[src/rtl/conv_pkg.sv]
// conv_pkg: shared definitions for the convolution weight-address generator.
//   conv_state_e  - generator FSM states (IDLE/RUN/DONE)
//   *_DEF         - default ADDR_W / VEC_LEN / CI_UNIT values
//   grp_words()   - words in one output-channel group for a given cfg_ci
package conv_pkg;

  localparam int unsigned ADDR_W_DEF  = 26;
  localparam int unsigned VEC_LEN_DEF = 16;
  localparam int unsigned CI_UNIT_DEF = 8;

  typedef enum logic [1:0] {
    ST_IDLE = 2'd0,
    ST_RUN  = 2'd1,
    ST_DONE = 2'd2
  } conv_state_e;

  // GRP = (cfg_ci + 1) * CI_UNIT * VEC_LEN
  function automatic int unsigned grp_words(input int unsigned ci,
                                            input int unsigned ci_unit,
                                            input int unsigned vec_len);
    return (ci + 1) * ci_unit * vec_len;
  endfunction

endpackage

[src/rtl/conv_nest_cnt.sv]
// conv_nest_cnt: i/m/p/g nested loop counter for the weight-address walk.
// Ports:
//   clk_i, rst_i  - clock, synchronous active-high reset
//   clr_i         - clear all counters (start of a new job)
//   en_i          - advance one beat (transfer strobe)
//   m_max_i       - last vector index of a pixel sweep (M-1)
//   p_max_i       - last pixel index of a group (cfg_pix)
//   g_max_i       - last group index (cfg_co)
//   pix_end_o     - current beat ends a pixel sweep (i and m at max)
//   grp_end_o     - current beat ends a group (pixel end and p at max)
//   all_end_o     - current beat is the final beat of the job
module conv_nest_cnt
  import conv_pkg::*;
#(
  parameter int unsigned VEC_LEN = VEC_LEN_DEF,
  parameter int unsigned M_W     = 5,
  parameter int unsigned P_W     = 9,
  parameter int unsigned G_W     = 2
) (
  input  logic           clk_i,
  input  logic           rst_i,
  input  logic           clr_i,
  input  logic           en_i,
  input  logic [M_W-1:0] m_max_i,
  input  logic [P_W-1:0] p_max_i,
  input  logic [G_W-1:0] g_max_i,
  output logic           pix_end_o,
  output logic           grp_end_o,
  output logic           all_end_o
);

  localparam int unsigned I_W = (VEC_LEN > 1) ? $clog2(VEC_LEN) : 1;

  logic [I_W-1:0] i_q, i_d;
  logic [M_W-1:0] m_q, m_d;
  logic [P_W-1:0] p_q, p_d;
  logic [G_W-1:0] g_q, g_d;

  logic i_end, m_end, p_end, g_end;

  // Each wrap flag already includes all inner wraps.
  assign i_end = (i_q == I_W'(VEC_LEN - 1));
  assign m_end = i_end && (m_q == m_max_i);
  assign p_end = m_end && (p_q == p_max_i);
  assign g_end = p_end && (g_q == g_max_i);

  assign pix_end_o = m_end;
  assign grp_end_o = p_end;
  assign all_end_o = g_end;

  always_comb begin
    i_d = i_q;
    m_d = m_q;
    p_d = p_q;
    g_d = g_q;
    if (clr_i) begin
      i_d = '0;
      m_d = '0;
      p_d = '0;
      g_d = '0;
    end else if (en_i) begin
      i_d = i_end ? '0 : i_q + I_W'(1);
      if (i_end) m_d = m_end ? '0 : m_q + M_W'(1);
      if (m_end) p_d = p_end ? '0 : p_q + P_W'(1);
      if (p_end) g_d = g_end ? '0 : g_q + G_W'(1);
    end
  end

  always_ff @(posedge clk_i) begin
    if (rst_i) begin
      i_q <= '0;
      m_q <= '0;
      p_q <= '0;
      g_q <= '0;
    end else begin
      i_q <= i_d;
      m_q <= m_d;
      p_q <= p_d;
      g_q <= g_d;
    end
  end

endmodule

[src/rtl/conv_waddr_gen.sv]
// conv_waddr_gen: weight-address generator for the convolution kernel.
// Walks base + g*GRP + m*VEC_LEN + i for every pixel of every output group,
// presented as a valid/ready stream to the weight SRAM read port.
// Ports:
//   clk, rst            - clock, synchronous active-high reset
//   start_conv          - start pulse (IDLE only); latches cfg_*
//   end_conv            - abort request while running
//   cfg_ci/co/pix/base  - job configuration
//   waddr/_valid/_ready - address stream; waddr_last marks pixel end
//   busy                - job running
//   done                - one-cycle completion pulse
//   stall_cnt           - (CONV_WADDR_STALL_CNT_EN only) stalled RUN cycles
// Optional feature macro: CONV_WADDR_STALL_CNT_EN
module conv_waddr_gen
  import conv_pkg::*;
#(
  parameter int unsigned ADDR_W  = ADDR_W_DEF,
  parameter int unsigned VEC_LEN = VEC_LEN_DEF,
  parameter int unsigned CI_UNIT = CI_UNIT_DEF,
  parameter int unsigned CFG_W   = 2,
  parameter int unsigned PIX_W   = 9
) (
  input  logic              clk,
  input  logic              rst,
  input  logic              start_conv,
  input  logic              end_conv,
  input  logic [CFG_W-1:0]  cfg_ci,
  input  logic [CFG_W-1:0]  cfg_co,
  input  logic [PIX_W-1:0]  cfg_pix,
  input  logic [ADDR_W-1:0] cfg_base,
  output logic [ADDR_W-1:0] waddr,
  output logic              waddr_valid,
  input  logic              waddr_ready,
  output logic              waddr_last,
  output logic              busy,
`ifdef CONV_WADDR_STALL_CNT_EN
  output logic [31:0]       stall_cnt,
`endif
  output logic              done
);

  localparam int unsigned M_MAX = (2 ** CFG_W) * CI_UNIT;
  localparam int unsigned M_W   = (M_MAX > 1) ? $clog2(M_MAX) : 1;

  conv_state_e       state_q, state_d;
  logic [ADDR_W-1:0] addr_q, addr_d;
  logic [ADDR_W-1:0] gbase_q, gbase_d;
  logic [ADDR_W-1:0] grp_q, grp_d;
  logic [M_W-1:0]    m_max_q, m_max_d;
  logic [PIX_W-1:0]  p_max_q, p_max_d;
  logic [CFG_W-1:0]  g_max_q, g_max_d;

  logic run, start, xfer;
  logic pix_end, grp_end, all_end;

  assign run   = (state_q == ST_RUN);
  assign start = (state_q == ST_IDLE) && start_conv;
  assign xfer  = run && waddr_ready;

  conv_nest_cnt #(
    .VEC_LEN (VEC_LEN),
    .M_W     (M_W),
    .P_W     (PIX_W),
    .G_W     (CFG_W)
  ) u_cnt (
    .clk_i     (clk),
    .rst_i     (rst),
    .clr_i     (start),
    .en_i      (xfer && !end_conv),
    .m_max_i   (m_max_q),
    .p_max_i   (p_max_q),
    .g_max_i   (g_max_q),
    .pix_end_o (pix_end),
    .grp_end_o (grp_end),
    .all_end_o (all_end)
  );

  always_comb begin
    state_d = state_q;
    addr_d  = addr_q;
    gbase_d = gbase_q;
    grp_d   = grp_q;
    m_max_d = m_max_q;
    p_max_d = p_max_q;
    g_max_d = g_max_q;
    unique case (state_q)
      ST_IDLE: begin
        if (start_conv) begin
          state_d = ST_RUN;
          addr_d  = cfg_base;
          gbase_d = cfg_base;
          grp_d   = ADDR_W'(grp_words(32'(cfg_ci), CI_UNIT, VEC_LEN));
          m_max_d = M_W'(32'(cfg_ci) * CI_UNIT + CI_UNIT - 1);
          p_max_d = cfg_pix;
          g_max_d = cfg_co;
        end
      end
      ST_RUN: begin
        if (end_conv) begin
          state_d = ST_IDLE;
        end else if (xfer) begin
          if (pix_end) begin
            // Rewind to the group base between pixels; step to the next
            // group base after the group's last pixel.
            if (grp_end) begin
              gbase_d = gbase_q + grp_q;
              addr_d  = gbase_q + grp_q;
            end else begin
              addr_d  = gbase_q;
            end
            if (all_end) state_d = ST_DONE;
          end else begin
            addr_d = addr_q + ADDR_W'(1);
          end
        end
      end
      ST_DONE: state_d = ST_IDLE;
      default: state_d = ST_IDLE;
    endcase
  end

  always_ff @(posedge clk) begin
    if (rst) begin
      state_q <= ST_IDLE;
      addr_q  <= '0;
      gbase_q <= '0;
      grp_q   <= '0;
      m_max_q <= '0;
      p_max_q <= '0;
      g_max_q <= '0;
    end else begin
      state_q <= state_d;
      addr_q  <= addr_d;
      gbase_q <= gbase_d;
      grp_q   <= grp_d;
      m_max_q <= m_max_d;
      p_max_q <= p_max_d;
      g_max_q <= g_max_d;
    end
  end

  assign waddr       = addr_q;
  assign waddr_valid = run;
  assign waddr_last  = run && pix_end;
  assign busy        = run;
  assign done        = (state_q == ST_DONE);

`ifdef CONV_WADDR_STALL_CNT_EN
  logic [31:0] stall_q, stall_d;

  always_comb begin
    stall_d = stall_q;
    if (start) begin
      stall_d = '0;
    end else if (run && !waddr_ready && (stall_q != '1)) begin
      stall_d = stall_q + 32'd1;
    end
  end

  always_ff @(posedge clk) begin
    if (rst) stall_q <= '0;
    else     stall_q <= stall_d;
  end

  assign stall_cnt = stall_q;
`endif

endmodule

[config.mk]
export PLATFORM = sky130hd
export DESIGN_NAME = conv_waddr_gen
export DESIGN_NICKNAME = d
export VERILOG_FILES = /design/src/rtl/conv_pkg.sv /design/src/rtl/conv_nest_cnt.sv /design/src/rtl/conv_waddr_gen.sv
export SDC_FILE = /design/constraint.sdc
export NUM_CORES = 1
export LEC_CHECK = 0
export BUFFER_PORTS_ARGS = -buffer_cell sky130_fd_sc_hd__buf_2
export CAP_MARGIN = 10
export CORE_UTILIZATION = 50
export CTS_BUF_LIST = sky130_fd_sc_hd__clkbuf_8
export CTS_CLUSTER_SIZE = 24
export DETAILED_ROUTE_END_ITERATION = 8
export PLACE_DENSITY = 0.71
export SLEW_MARGIN = 20
export SYNTH_ARGS = -nofsm -noshare
export SYNTH_HDL_FRONTEND = slang
export SYNTH_SLANG_ARGS = --single-unit
[constraint.sdc]
create_clock -name clk -period 3.5 [get_ports clk]
set_clock_uncertainty 0.05 [all_clocks]
set_input_delay 0.35 -clock clk [delete_from_list [all_inputs] [get_ports clk]]
set_output_delay 0.35 -clock clk [all_outputs]
set_load 0.1 [all_outputs]
-- Word-level counts from Yosys, hierarchy flattened
Index checks and enable logic that the tools add are counted.
- reduce and logical (&&, ||, !) cells: 18
- mux-type cells: 20
- add/sub/neg operators: 9
- eq/ne operators: 13
- operators by type and width (kind ; number):
    $mux 26 ; 8
    $pmux 26 s2 ; 2
    $add 26x1->26 const B ; 1
    $add 26x26->26 ; 1
    $mux 2 ; 6
    $add 9x1->9 const B ; 1
    $eq 9x9->1 ; 1
    $mux 9 ; 1
    $ne 3x2->1 const B ; 3
    $reduce_and 2->1 ; 4
    $reduce_and 4->1 ; 2
    $logic_and 1x1->1 ; 7
    $add 5x1->5 const B ; 1
    $add 5x4->5 const B ; 1
    $eq 5x5->1 ; 1
    $mux 5 ; 1
    $reduce_and 5->1 ; 1
    $sub 5x1->5 const B ; 1
    $add 4x1->4 const B ; 1
    $eq 4x4->1 const B ; 1
    $mux 4 ; 1
    $ne 2x1->1 const B ; 2
    $ne 2x2->1 const B ; 2
    $pmux 2 s2 ; 1
    9 further kinds ; 9
- register bits after elaboration: 109
- word-level logic and storage cells: 71

-- Depth between registers and ports, before layout
Gate-level depths: netlist of run 1.
- word-level depth: 9
- gate-level depth with buffers: 9

-- Modules after synthesis
Synthesis of run 1 repeated with hierarchy kept, for this count alone.
- cells, all modules: 672
- area, all modules: 5127.4 um^2
- by module, submodules not included (module ; area each (um^2) ; cells each ; instances):
    conv_waddr_gen ; 3968.8 ; 540 ; 1
    conv_nest_cnt ; 1158.6 ; 132 ; 1

-- Worst setup path after synthesis of run 1
Ideal clock, no wire load.
- path kind: register to register
- start: register u_cnt.m_q[0]
- end: register addr_q[6] (netlist: waddr[6])
- clock period less this slack: 3.824 ns
- buffers on the path: 0
- arrival: 3.706 ns
- slack: -0.324 ns
- stages on the path, launching flop included: 7
- cells stage by stage: dfxtp_1 nor4_4 o211ai_4 nor3_1 a222oi_1 a2bb2oi_1 nor2_1
- cells in the longest elaborated chain, start to end: 8
- RTL lines (what ; line ; source):
    start: declaration ; conv_nest_cnt.sv:35 ; logic [M_W-1:0] m_q, m_d;
    start signal: assignment ; conv_nest_cnt.sv:77 ; m_q <= m_d;
    $eq 5x5->1 (*) ; conv_nest_cnt.sv:43 ; assign m_end = i_end && (m_q == m_max_i);
    $logic_and 1x1->1 (*) ; conv_nest_cnt.sv:43 ;
    $logic_and 1x1->1 ; conv_nest_cnt.sv:44 ; assign p_end = m_end && (p_q == p_max_i);
    $mux 26 ; - ;
    $mux 26 (*) ; conv_waddr_gen.sv:102 ; if (pix_end) begin
    $mux 26 (*) ; conv_waddr_gen.sv:101 ; end else if (xfer) begin
    $mux 26 (*) ; conv_waddr_gen.sv:99 ; if (end_conv) begin
    $pmux 26 s2 (*) ; conv_waddr_gen.sv:86 ; unique case (state_q)
    end signal: assignment ; conv_waddr_gen.sv:133 ; addr_q <= addr_d;
    end: declaration ; conv_waddr_gen.sv:46 ; logic [ADDR_W-1:0] addr_q, addr_d;
Mark *: on every way between the ends. The rest lies on a longest branch, timed or not. The select of a mux whose other input is x is not followed.
A chain may end at the register's enable or synchronous reset.

-- Worst setup path in the final report of run 1
- start: register state_q[1]
- end: output port busy
- cells in the longest elaborated chain, start to end: 1
- RTL lines (what ; line ; source):
    start: declaration ; conv_waddr_gen.sv:45 ; conv_state_e state_q, state_d;
    start signal: assignment ; conv_waddr_gen.sv:132 ; state_q <= state_d;
    $eq 2x1->1 ; conv_waddr_gen.sv:56 ; assign run = (state_q == ST_RUN);
    end: declaration ; conv_waddr_gen.sv:35 ; output logic busy,
Every way passes these cells.

==> impl_metrics.yaml, run 1 <==
timing:
  setup_tns_ps: 0
  rsz0062_at_grt: "no"
  period_minus_slack_ps: 2860
  post-route-period-util_pct: 81.9
  setup_violations: 0
  hold_violations: 0
  tightest_slew_ps: 854
  setup_ws_ps: 635
  final-max-slew-violation-count: 0
  fmax_ghz: 0.349
  slew_headroom_pct: 42.6
clock_network:
  clk_pin_slew_ps: 90
  cts_made_buffers: 9
  cts_tree: "yes"
  ctsHtreeMaxLevel: 3
  cts_resized: 0
  clock-sinks: 91
  hold_buffers: 0
  root_buffer: "clkbuf_8"
  clk_latency_ps: 390
  cts.path.max_buffers: 2
  post_cts_buffers: 0
synthesis:
  synth_edf_count: 0
  synth_seq_cells: 91
  yosysWarnings: 0
  ys_seq_area_share_pct: 33.0
  syn_nets: 779
  postSynthAreaPerCell_um2: 7.60
  syn_inst: 726
  synth_area_um2: 5520
  synth_ff_type: "dfxtp_1"
  synthDistinctLibCells: 69
  async_flop_share_pct: 0
global_route:
  grt_pass1_vias: 5467
  grt-ovfl-total: 0
  grt_max_degree: 45
  grt_antenna_before_repair: 0
  grt_use_total_pct: 31.0
  grt_pass1_wl_um: 27700
finish:
  drive_above_1_share_pct: 15.8
  syn_to_final_growth_pct: 13.2
  diodes: 0
  layout_common_cells: "113 x nand2_1, 91 x dfxtp_1, 73 x buf_2"
  layout_commonest_cell: "nand2_1"
  nets: 838
floorplanning:
  core_area_um2: 10500
  die_height_um: 107
  initial_core_util_pct: 52.5
  die_w_um: 107
  dieArea_um2: 11500
  io_pins: 74
  placementRows: 37
detailed_routing:
  drc: 0
  wirelength_um: 17100
  first_iter_violations: 439
  drtAntennaViolNets: 0
  post_drt_wl_per_cell_um: 18.5
  num_vias: 5857
  viasPerCell: 6.33
  drt_pass1_iterations: 5
worst_hold_path:
  min_path_type: "input pin to register"
pwr:
  p_per_area_nw_per_um2: 410
  leakage_nw: 2.34
  peakVddDrop_uv: 295
  p_total_w: 0.00256
placement:
  place_hpwl_um: 11900
  post-place-ws_ps: 728
  io_buffers: 73
  gp_congestion: 0.905
setup_path:
  critical_path_required_ps: 3100
  crit_type: "register to output pin"
  max_stage_delay_ps: 510
  worstPathCellList: "nand2b_2 > clkinv_1 > buf_4 > buf_2"
  endpoint_kind: "output pin"
  crit_slowest_cell: "clkinv_1"
  path_max_fanout: 16
  regToRegSetupSlack_ps: 640
  crit_arrival_ps: 2460
  setup.worst_path.start_class: "register"
run:
  drv_cap: 0
outcome:
  status: "finished clean"
==> cells in the mapped netlist, types with 7 or more instances <==
master    number  area [µm²]
a21oi_1       68         340
inv_1          8        30.0
o31ai_1        8        60.1
nand3b_1       7        52.6
nor3_1        18        90.1
nor2_1        59         221
dfxtp_1       91        1820
a31oi_1       17         106
and3_1        17         106
ha_1           8         100
nand2_1      113         424
o21ai_0       37         185
nand3_1       41         205
xor2_1        14         123
clkbuf_1      35         131
nor4_1        11        68.8
or4_1          7        52.6
xnor2_1       24         210
mux2i_1        7        70.1
nand4_1       22         138
==> power breakdown <==
| group | switching [W] | total, W | internal [W] |
|---|---|---|---|
| combinational | 0.000444 | 0.000605 | 0.000160 |
| sequential | 0.0000745 | 0.00117 | 0.00109 |
| clock | 0.000388 | 0.000790 | 0.000403 |
==> per-stage QoR <==
stage / cell area (µm²) / util, % / std cells / hold slack (ps)
3_3_place_gp: 6040 / 57.4 / 910 / 394
5_1_grt: 6250 / 59.5 / 925 / 157
2_1_floorplan: 5520 / - / 726 / 386
6_report: 6250 / 59.5 / 925 / 144
4_1_cts: 6250 / 59.5 / 925 / 134
3_5_place_dp: 6040 / 57.4 / 910 / 399
==> area by class of cell <==
cell class / count / area, µm²
Tap cell: 136 / 170
Multi-Input combinational cell: 584 / 3520
Sequential cell: 91 / 1820
Clock inverter: 2 / 33.8
Fill cell: 987 / 4260
Clock buffer: 13 / 179
Timing Repair Buffer: 90 / 493
Inverter: 9 / 33.8
==> flip-flops by register name (all words and copies together) (netlist names) <==
name       flops
state_q        2
u_cnt.m_q      5
u_cnt.p_q      9
p_max_q        9
grp_q          3
g_max_q        2
gbase_q       26
m_max_q        3
u_cnt.g_q      2
waddr         26
u_cnt.i_q      4
==> cells by family (layout without fill, tap and decap cells) <==
family	count (synthesis)	after routing	synth area share (%)
buffers and inverters	51	114	3.65
muxes	10	10	1.88
and+or+nand+nor	336	336	31.3
DFF	91	91	33.0
AOI/OAI and AO/OA	191	191	22.0
xor gates and xnor gates	38	38	6.03
adders and majority gates	9	9	2.18
==> layer usage <==
metal  routed length, µm  global-route usage [%]  vias to the layer above
li1                    -                       -                     2791
met1                7330                    40.7                     2745
met2                7720                    48.5                      277
met3                1430                    5.78                       44
met4                 588                    15.9                        0
met5                   0                       0                        -
==> critical path: cells and delay by family, from the launching register on <==
family	cells	cell delay (ps)
and+or+nand+nor	1	400
DFF	1	470
buffers and inverters	3	1200
==> worst paths after layout <==
path | startpoint | end | cells after the start
hold reg to reg | gbase_q[0] | gbase_q[0] | 2
hold / removal | cfg_co[1] | g_max_q[1] | 3
setup / recovery | state_q[1] | busy | 4
setup reg to reg | gbase_q[7] | gbase_q[15] | 9
Note: power is estimated with default switching activity, not from simulation.
==> inputs of run 2 (changes only) <==
- ABC_AREA: default -> 1
- PLACE_DENSITY: 0.71 -> 0.7
- clock period: 3.5 -> 2.88 ns (I/O delays scaled with it)
==> run 2 against run 1 <==
  * Clock power grew 21%
  * Clock-buffer cell count shrank 4
  * Via count increased by 5.5%
  * Die area up 5.3%
  * Highest routed layer unchanged
  * Sequential share of layout area decreased by 1.2 points
  * Non-clock buffer count fell by 5
==> impl_metrics.yaml, run 2 <==
outcome:
  status: "finished clean"
floorplanning:
  dieArea_um2: 12100
  core_area_um2: 11400
  placementRows: 39
  die_w_um: 110
  die_height_um: 110
  io_pins: 74
  initial_core_util_pct: 51.1
setup_path:
  critical-path-top-delay-family: "simple AND/OR/NAND/NOR gates"
  setup.worst_path.start_class: "register"
  r2r-end: "waddr[23]"
  crit_slowest_cell: "dfxtp_1"
  cp-startpoint: "u_cnt.i_q[0]"
  worstPathCellList: "ha_1 > nand3_1 > inv_1 > nand3_2 > nor2_8 > nand2_1 > clkinvlp_4 > buf_12"
  endpoint_kind: "output pin"
  ff2ff_path_depth: 15
  crit_type: "register to output pin"
  cp.buffers_inverters: 3
  critical_path_required_ps: 2540
  regToRegSetupSlack_ps: 490
  crit_arrival_ps: 2310
  max_stage_delay_ps: 370
  r2r_start: "gbase_q[7]"
  path_max_fanout: 18
detailed_routing:
  drt_pass1_iterations: 5
  post_drt_wl_per_cell_um: 14.6
  num_vias: 6180
  drtAntennaViolNets: 0
  first_iter_violations: 455
  viasPerCell: 5.44
  wirelength_um: 16600
  drc: 0
timing:
  tightest_slew_ps: 556
  setup_violations: 0
  post-route-period-util_pct: 91.8
  rsz0062_at_grt: "no"
  setup_tns_ps: 0
  hold_violations: 0
  period_minus_slack_ps: 2640
  slew_headroom_pct: 62.9
  final-max-slew-violation-count: 0
  fmax_ghz: 0.378
  setup_ws_ps: 236
synthesis:
  synth_top_area_share_pct: 31.3
  synth_top_area_cell: "dfxtp_1"
  synth_top_family_by_area: "simple AND/OR/NAND/NOR gates"
  syn_nets: 979
  synth_xor_area_share_pct: 3.62
  async_flop_share_pct: 0
  postSynthAreaPerCell_um2: 6.28
  syn_inst: 926
  synth_compound_area_share_pct: 18.7
  synth_adder_area_share_pct: 2.07
  synthDistinctLibCells: 43
  yosysWarnings: 0
  synth-simple-area-share_pct: 34.4
  synth_edf_count: 0
  synthTopCellsByCount: "236 x nand2_1, 101 x inv_1, 99 x a21oi_1, 91 x dfxtp_1, 83 x nor2_1"
  synth.most_common_cell: "nand2_1"
  synthMuxAreaShare_pct: 0
  synth_ff_type: "dfxtp_1"
  ys_seq_area_share_pct: 31.3
  synth_area_um2: 5810
  yosys-top-cells-area: "dfxtp_1 31%, nand2_1 15%, a21oi_1 8.5%, o21ai_0 6.9%, inv_1 6.5%"
  synth_seq_cells: 91
global_route:
  grt_antenna_before_repair: 0
  grt_pass1_vias: 5428
  grt_max_degree: 36
  grt-ovfl-total: 0
  grt_pass1_wl_um: 26700
  grt_use_total_pct: 28.7
worst_hold_path:
  worstHoldEndpoint: "p_max_q[6]"
  hp-start: "cfg_pix[6]"
  whs_path_depth: 3
  min_path_type: "input pin to register"
clock_network:
  cts.path.max_buffers: 2
  root_buffer: "clkbuf_8"
  clock-sinks: 91
  post_cts_buffers: 0
  cts_tree: "yes"
  clk_latency_ps: 390
  ctsHtreeMaxLevel: 3
  clk_pin_slew_ps: 100
  cts_made_buffers: 9
pwr:
  leakage_nw: 2.89
  internal_power_w: 0.00198
  p_seq_share_pct: 45.1
  p_clk_share_pct: 29.5
  p_per_area_nw_per_um2: 496
  power_switching_w: 0.00126
  peakVddDrop_uv: 347
  switching_share_pct: 38.9
  p_total_w: 0.00323
  p_comb_share_pct: 25.4
finish:
  final_area_um2: 6520
  layout_common_cells: "236 x nand2_1, 100 x inv_1, 99 x a21oi_1"
  diodes: 0
  layout_commonest_cell: "nand2_1"
  syn_to_final_growth_pct: 12.2
  drive_above_1_share_pct: 14.3
  nets: 1041
  fillers: 1177
placement:
  io_buffers: 73
  place_hpwl_um: 12200
  place_area_um2: 6310
  post-place-ws_ps: 552
  gp_congestion: 0.918
run:
  drv_cap: 0
-- run 2: cell count changes in the layout (fill, tap and decap cells not counted), moves of 8 or more --
cell and change:
o31ai_1 -8, xnor2_1 -12, a31oi_1 -12, inv_2 +11, nand3_1 +16, nor4_1 -11, nor2_1 +25, nand2_1 +123
and3_1 -17, o21ai_0 +43, a21oi_1 +31, nor2_2 +9, inv_1 +91
-- run 2: kinds of logic (layout without fill, tap and decap cells) --
kind of cell,after synthesis,in the layout
compound gates,206,206
flops,91,91
buf+inv,146,213
xor+xnor,24,24
fa+ha+maj,9,9
simple gates,450,450
-- run 2: final cells by class --
cell class	instances	area [µm²]	area share [%]
clock inverter	7	83.8	1.29
tap	143	179	2.74
inverter	112	424	6.50
multi-input combinational	689	3420	52.4
clock buffer	9	124	1.90
timing repair buffer	85	470	7.21
sequential	91	1820	27.9
-- run 2: layer usage --
metal,vias to the layer above,wire [µm],GRT usage (%)
li1,3151,-,-
met1,2809,7930,40.8
met2,195,7450,44.7
met3,25,877,3.20
met4,0,312,9.90
met5,-,0,0
-- run 2: how the worst max path moves through the flow --
stage / depth (start not counted) / to
after floorplan: 10 / waddr[14]
after global placement: 15 / waddr[23]
after detailed placement: 15 / waddr[23]
after CTS: 8 / waddr_last
after global routing: 8 / waddr_last
final: 8 / waddr_last
-- run 2: worst min-delay path, stage by stage --
cell and delay (ps):
buf_2 70, o21ai_0 70, nor2_1 70
-- run 2: power groups by stage --
stage | Sequential [W] | Combinational, W | Clock, W
CTS | 0.00145 | 0.000817 | 0.000965
global route | 0.00147 | 0.000901 | 0.00101
detailed placement | 0.00148 | 0.000813 | 0
finish | 0.00146 | 0.000822 | 0.000954
global placement | 0.00148 | 0.000810 | 0
floorplan | 0.00169 | 0.000402 | 0
-- run 2: repair_timing --
item / CTS / global route
setup endpoints to repair: 0 / 1
gates resized for setup: 0 / 1
hold buffers: 0 / 0
-- run 2: stage by stage --
step	cells	utilization, %	hold slack [ps]
6_report	1136	57.4	93.3
5_1_grt	1136	57.4	122
4_1_cts	1136	57.3	84.7
3_5_place_dp	1120	55.5	405
3_3_place_gp	1120	55.5	400
2_1_floorplan	926	-	310
==> inputs of run 3 (changes only) <==
- PLACE_DENSITY: 0.7 -> 0.71
- SYNTH_HIERARCHICAL: default -> 1
==> run 3 against run 2 <==
  * Via count is 4.2% lower
  * Clock power down 10%
  * Non-clock buffer count grew 2
  * Maximum frequency is 2.0% higher
  * Sequential share of layout area increased by 0.80 points
  * Core utilization grew 0.62 points
  * Critical endpoint unchanged
==> impl_metrics.yaml, run 3 <==
finish:
  drive_above_1_share_pct: 15.2
  final_util_pct: 58.0
  nets: 1012
  layout_commonest_cell: "nand2_1"
  syn_to_final_growth_pct: 12.4
  layout_common_cells: "224 x nand2_1, 134 x nor2_1, 96 x inv_1"
  diodes: 0
clock_network:
  root_buffer: "clkbuf_8"
  cts.path.max_buffers: 2
  clock-sinks: 91
  clk_latency_ps: 380
  ctsHtreeMaxLevel: 3
  hold_buffers: 0
  cts_resized: 0
  clk_pin_slew_ps: 90
  cts_tree: "yes"
  post_cts_buffers: 0
  cts_made_buffers: 9
synthesis:
  postSynthAreaPerCell_um2: 6.35
  synth_edf_count: 0
  yosys-top-cells-area: "dfxtp_1 32%, nand2_1 15%, nor2_1 8.9%, inv_1 6.4%, nand3_1 5.5%"
  synth_area_um2: 5640
  syn_nets: 942
  synthTopCellsByCount: "224 x nand2_1, 134 x nor2_1, 96 x inv_1, 91 x dfxtp_1, 62 x nand3_1"
  synth.most_common_cell: "nand2_1"
  synth_ff_type: "dfxtp_1"
  async_flop_share_pct: 0
  synthDistinctLibCells: 47
  synth_top_area_share_pct: 32.3
  synth_seq_cells: 91
  yosysWarnings: 6
  syn_inst: 889
  ys_seq_area_share_pct: 32.3
  synth_top_area_cell: "dfxtp_1"
setup_path:
  r2r_start: "u_cnt/i_q[0]"
  cp-startpoint: "u_cnt/i_q[0]"
  critical_path_required_ps: 2540
  r2r-end: "gbase_q[20]"
  setup.worst_path.start_class: "register"
  crit_type: "register to output pin"
  endpoint_kind: "output pin"
  regToRegSetupSlack_ps: 380
  path_max_fanout: 9
  ff2ff_path_depth: 15
  crit_arrival_ps: 2260
timing:
  tightest_slew_ps: 768
  period_minus_slack_ps: 2590
  worst_hold_slack_ps: 63.5
  setup_tns_ps: 0
  rsz0062_at_grt: "no"
  hold_violations: 0
  post-route-period-util_pct: 90.1
  setup_violations: 0
  slew_headroom_pct: 48.4
  fmax_ghz: 0.386
  final-max-slew-violation-count: 0
worst_hold_path:
  min_path_type: "input pin to register"
  hp-start: "end_conv"
  worstHoldEndpoint: "state_q[1]"
  whs_path_depth: 2
floorplanning:
  core_area_um2: 10900
  die_w_um: 108
  placementRows: 38
  die_height_um: 108
  io_pins: 74
  initial_core_util_pct: 51.6
  dieArea_um2: 11700
global_route:
  grt-ovfl-total: 0
  grt_pass1_wl_um: 26200
  grt_pass1_vias: 5323
  grt_max_degree: 55
  grt_use_total_pct: 28.8
  grt_antenna_before_repair: 0
detailed_routing:
  met1_length_um: 7300
  wl_met3_um: 924
  viasPerCell: 5.36
  drt_pass1_iterations: 5
  wl_met2_um: 7330
  num_vias: 5918
  wirelength_um: 16000
  first_iter_violations: 399
  route.top_layer_used: "met4"
  drc: 0
  post_drt_wl_per_cell_um: 14.5
  drtAntennaViolNets: 0
pwr:
  peakVddDrop_uv: 365
  leakage_nw: 2.85
  p_total_w: 0.00311
  p_per_area_nw_per_um2: 491
run:
  drv_cap: 0
placement:
  gp_congestion: 0.903
  io_buffers: 73
  place_hpwl_um: 11700
outcome:
  status: "finished clean"
-- run 3: worst max-delay path: stages, from the launching register on --
cell     delay (ps)
dfxtp_1         360
ha_1            190
nand3_2         120
nor2_4          140
nand2_2          90
nor2_8          200
inv_1           180
nor2_1          170
buf_4           220
buf_12          190
-- run 3: worst max-delay path by stage --
stage                  endpoint  slack [ps]  cells past startpoint
floorplan             waddr[11]         420                     11
global placement    gbase_q[20]         470                     15
detailed placement    waddr[16]         440                     16
CTS                  waddr_last         270                      9
global route        gbase_q[20]          90                     15
finish               waddr_last         290                      9
-- run 3: report_power, final --
group	total (W)	switching, W	internal (W)
logic	0.000803	0.000600	0.000203
clock network	0.000855	0.000490	0.000365
registers	0.00145	0.000103	0.00135
-- run 3: cells by family (layout without fill, tap and decap cells) --
kind of cell / after synthesis / after routing / share of synthesized area, %
flip-flops: 91 / 91 / 32.3
AND/OR/NAND/NOR: 486 / 486 / 38.5
adder cells (fa/ha/maj): 9 / 9 / 2.13
AO/OA/AOI/OAI: 150 / 150 / 14.6
XOR/XNOR: 17 / 17 / 2.64
buffers and inverters: 136 / 211 / 9.87
-- run 3: final cells by class --
cell class / instances / area (µm²)
Sequential cell: 91 / 1820
Fill cell: 1143 / 4600
Timing Repair Buffer: 87 / 485
Tap cell: 140 / 175
Clock buffer: 11 / 151
Inverter: 108 / 405
Multi-Input combinational cell: 662 / 3260
Clock inverter: 5 / 36.3
-- run 3: metal layers --
metal  global-route usage, %  vias up
li1                        -     3008
met2                    47.3      197
met5                       0        -
met3                    4.70       25
met1                    37.9     2688
met4                    10.6        0
-- run 3: per-stage QoR --
step / cell area, µm² / setup slack, ps / cells
CTS: 6340 / 269 / 1104
global route: 6340 / 90.1 / 1104
finish: 6340 / 287 / 1104
floorplan: 5640 / 419 / 889
global placement: 6150 / 472 / 1088
detailed placement: 6150 / 443 / 1088
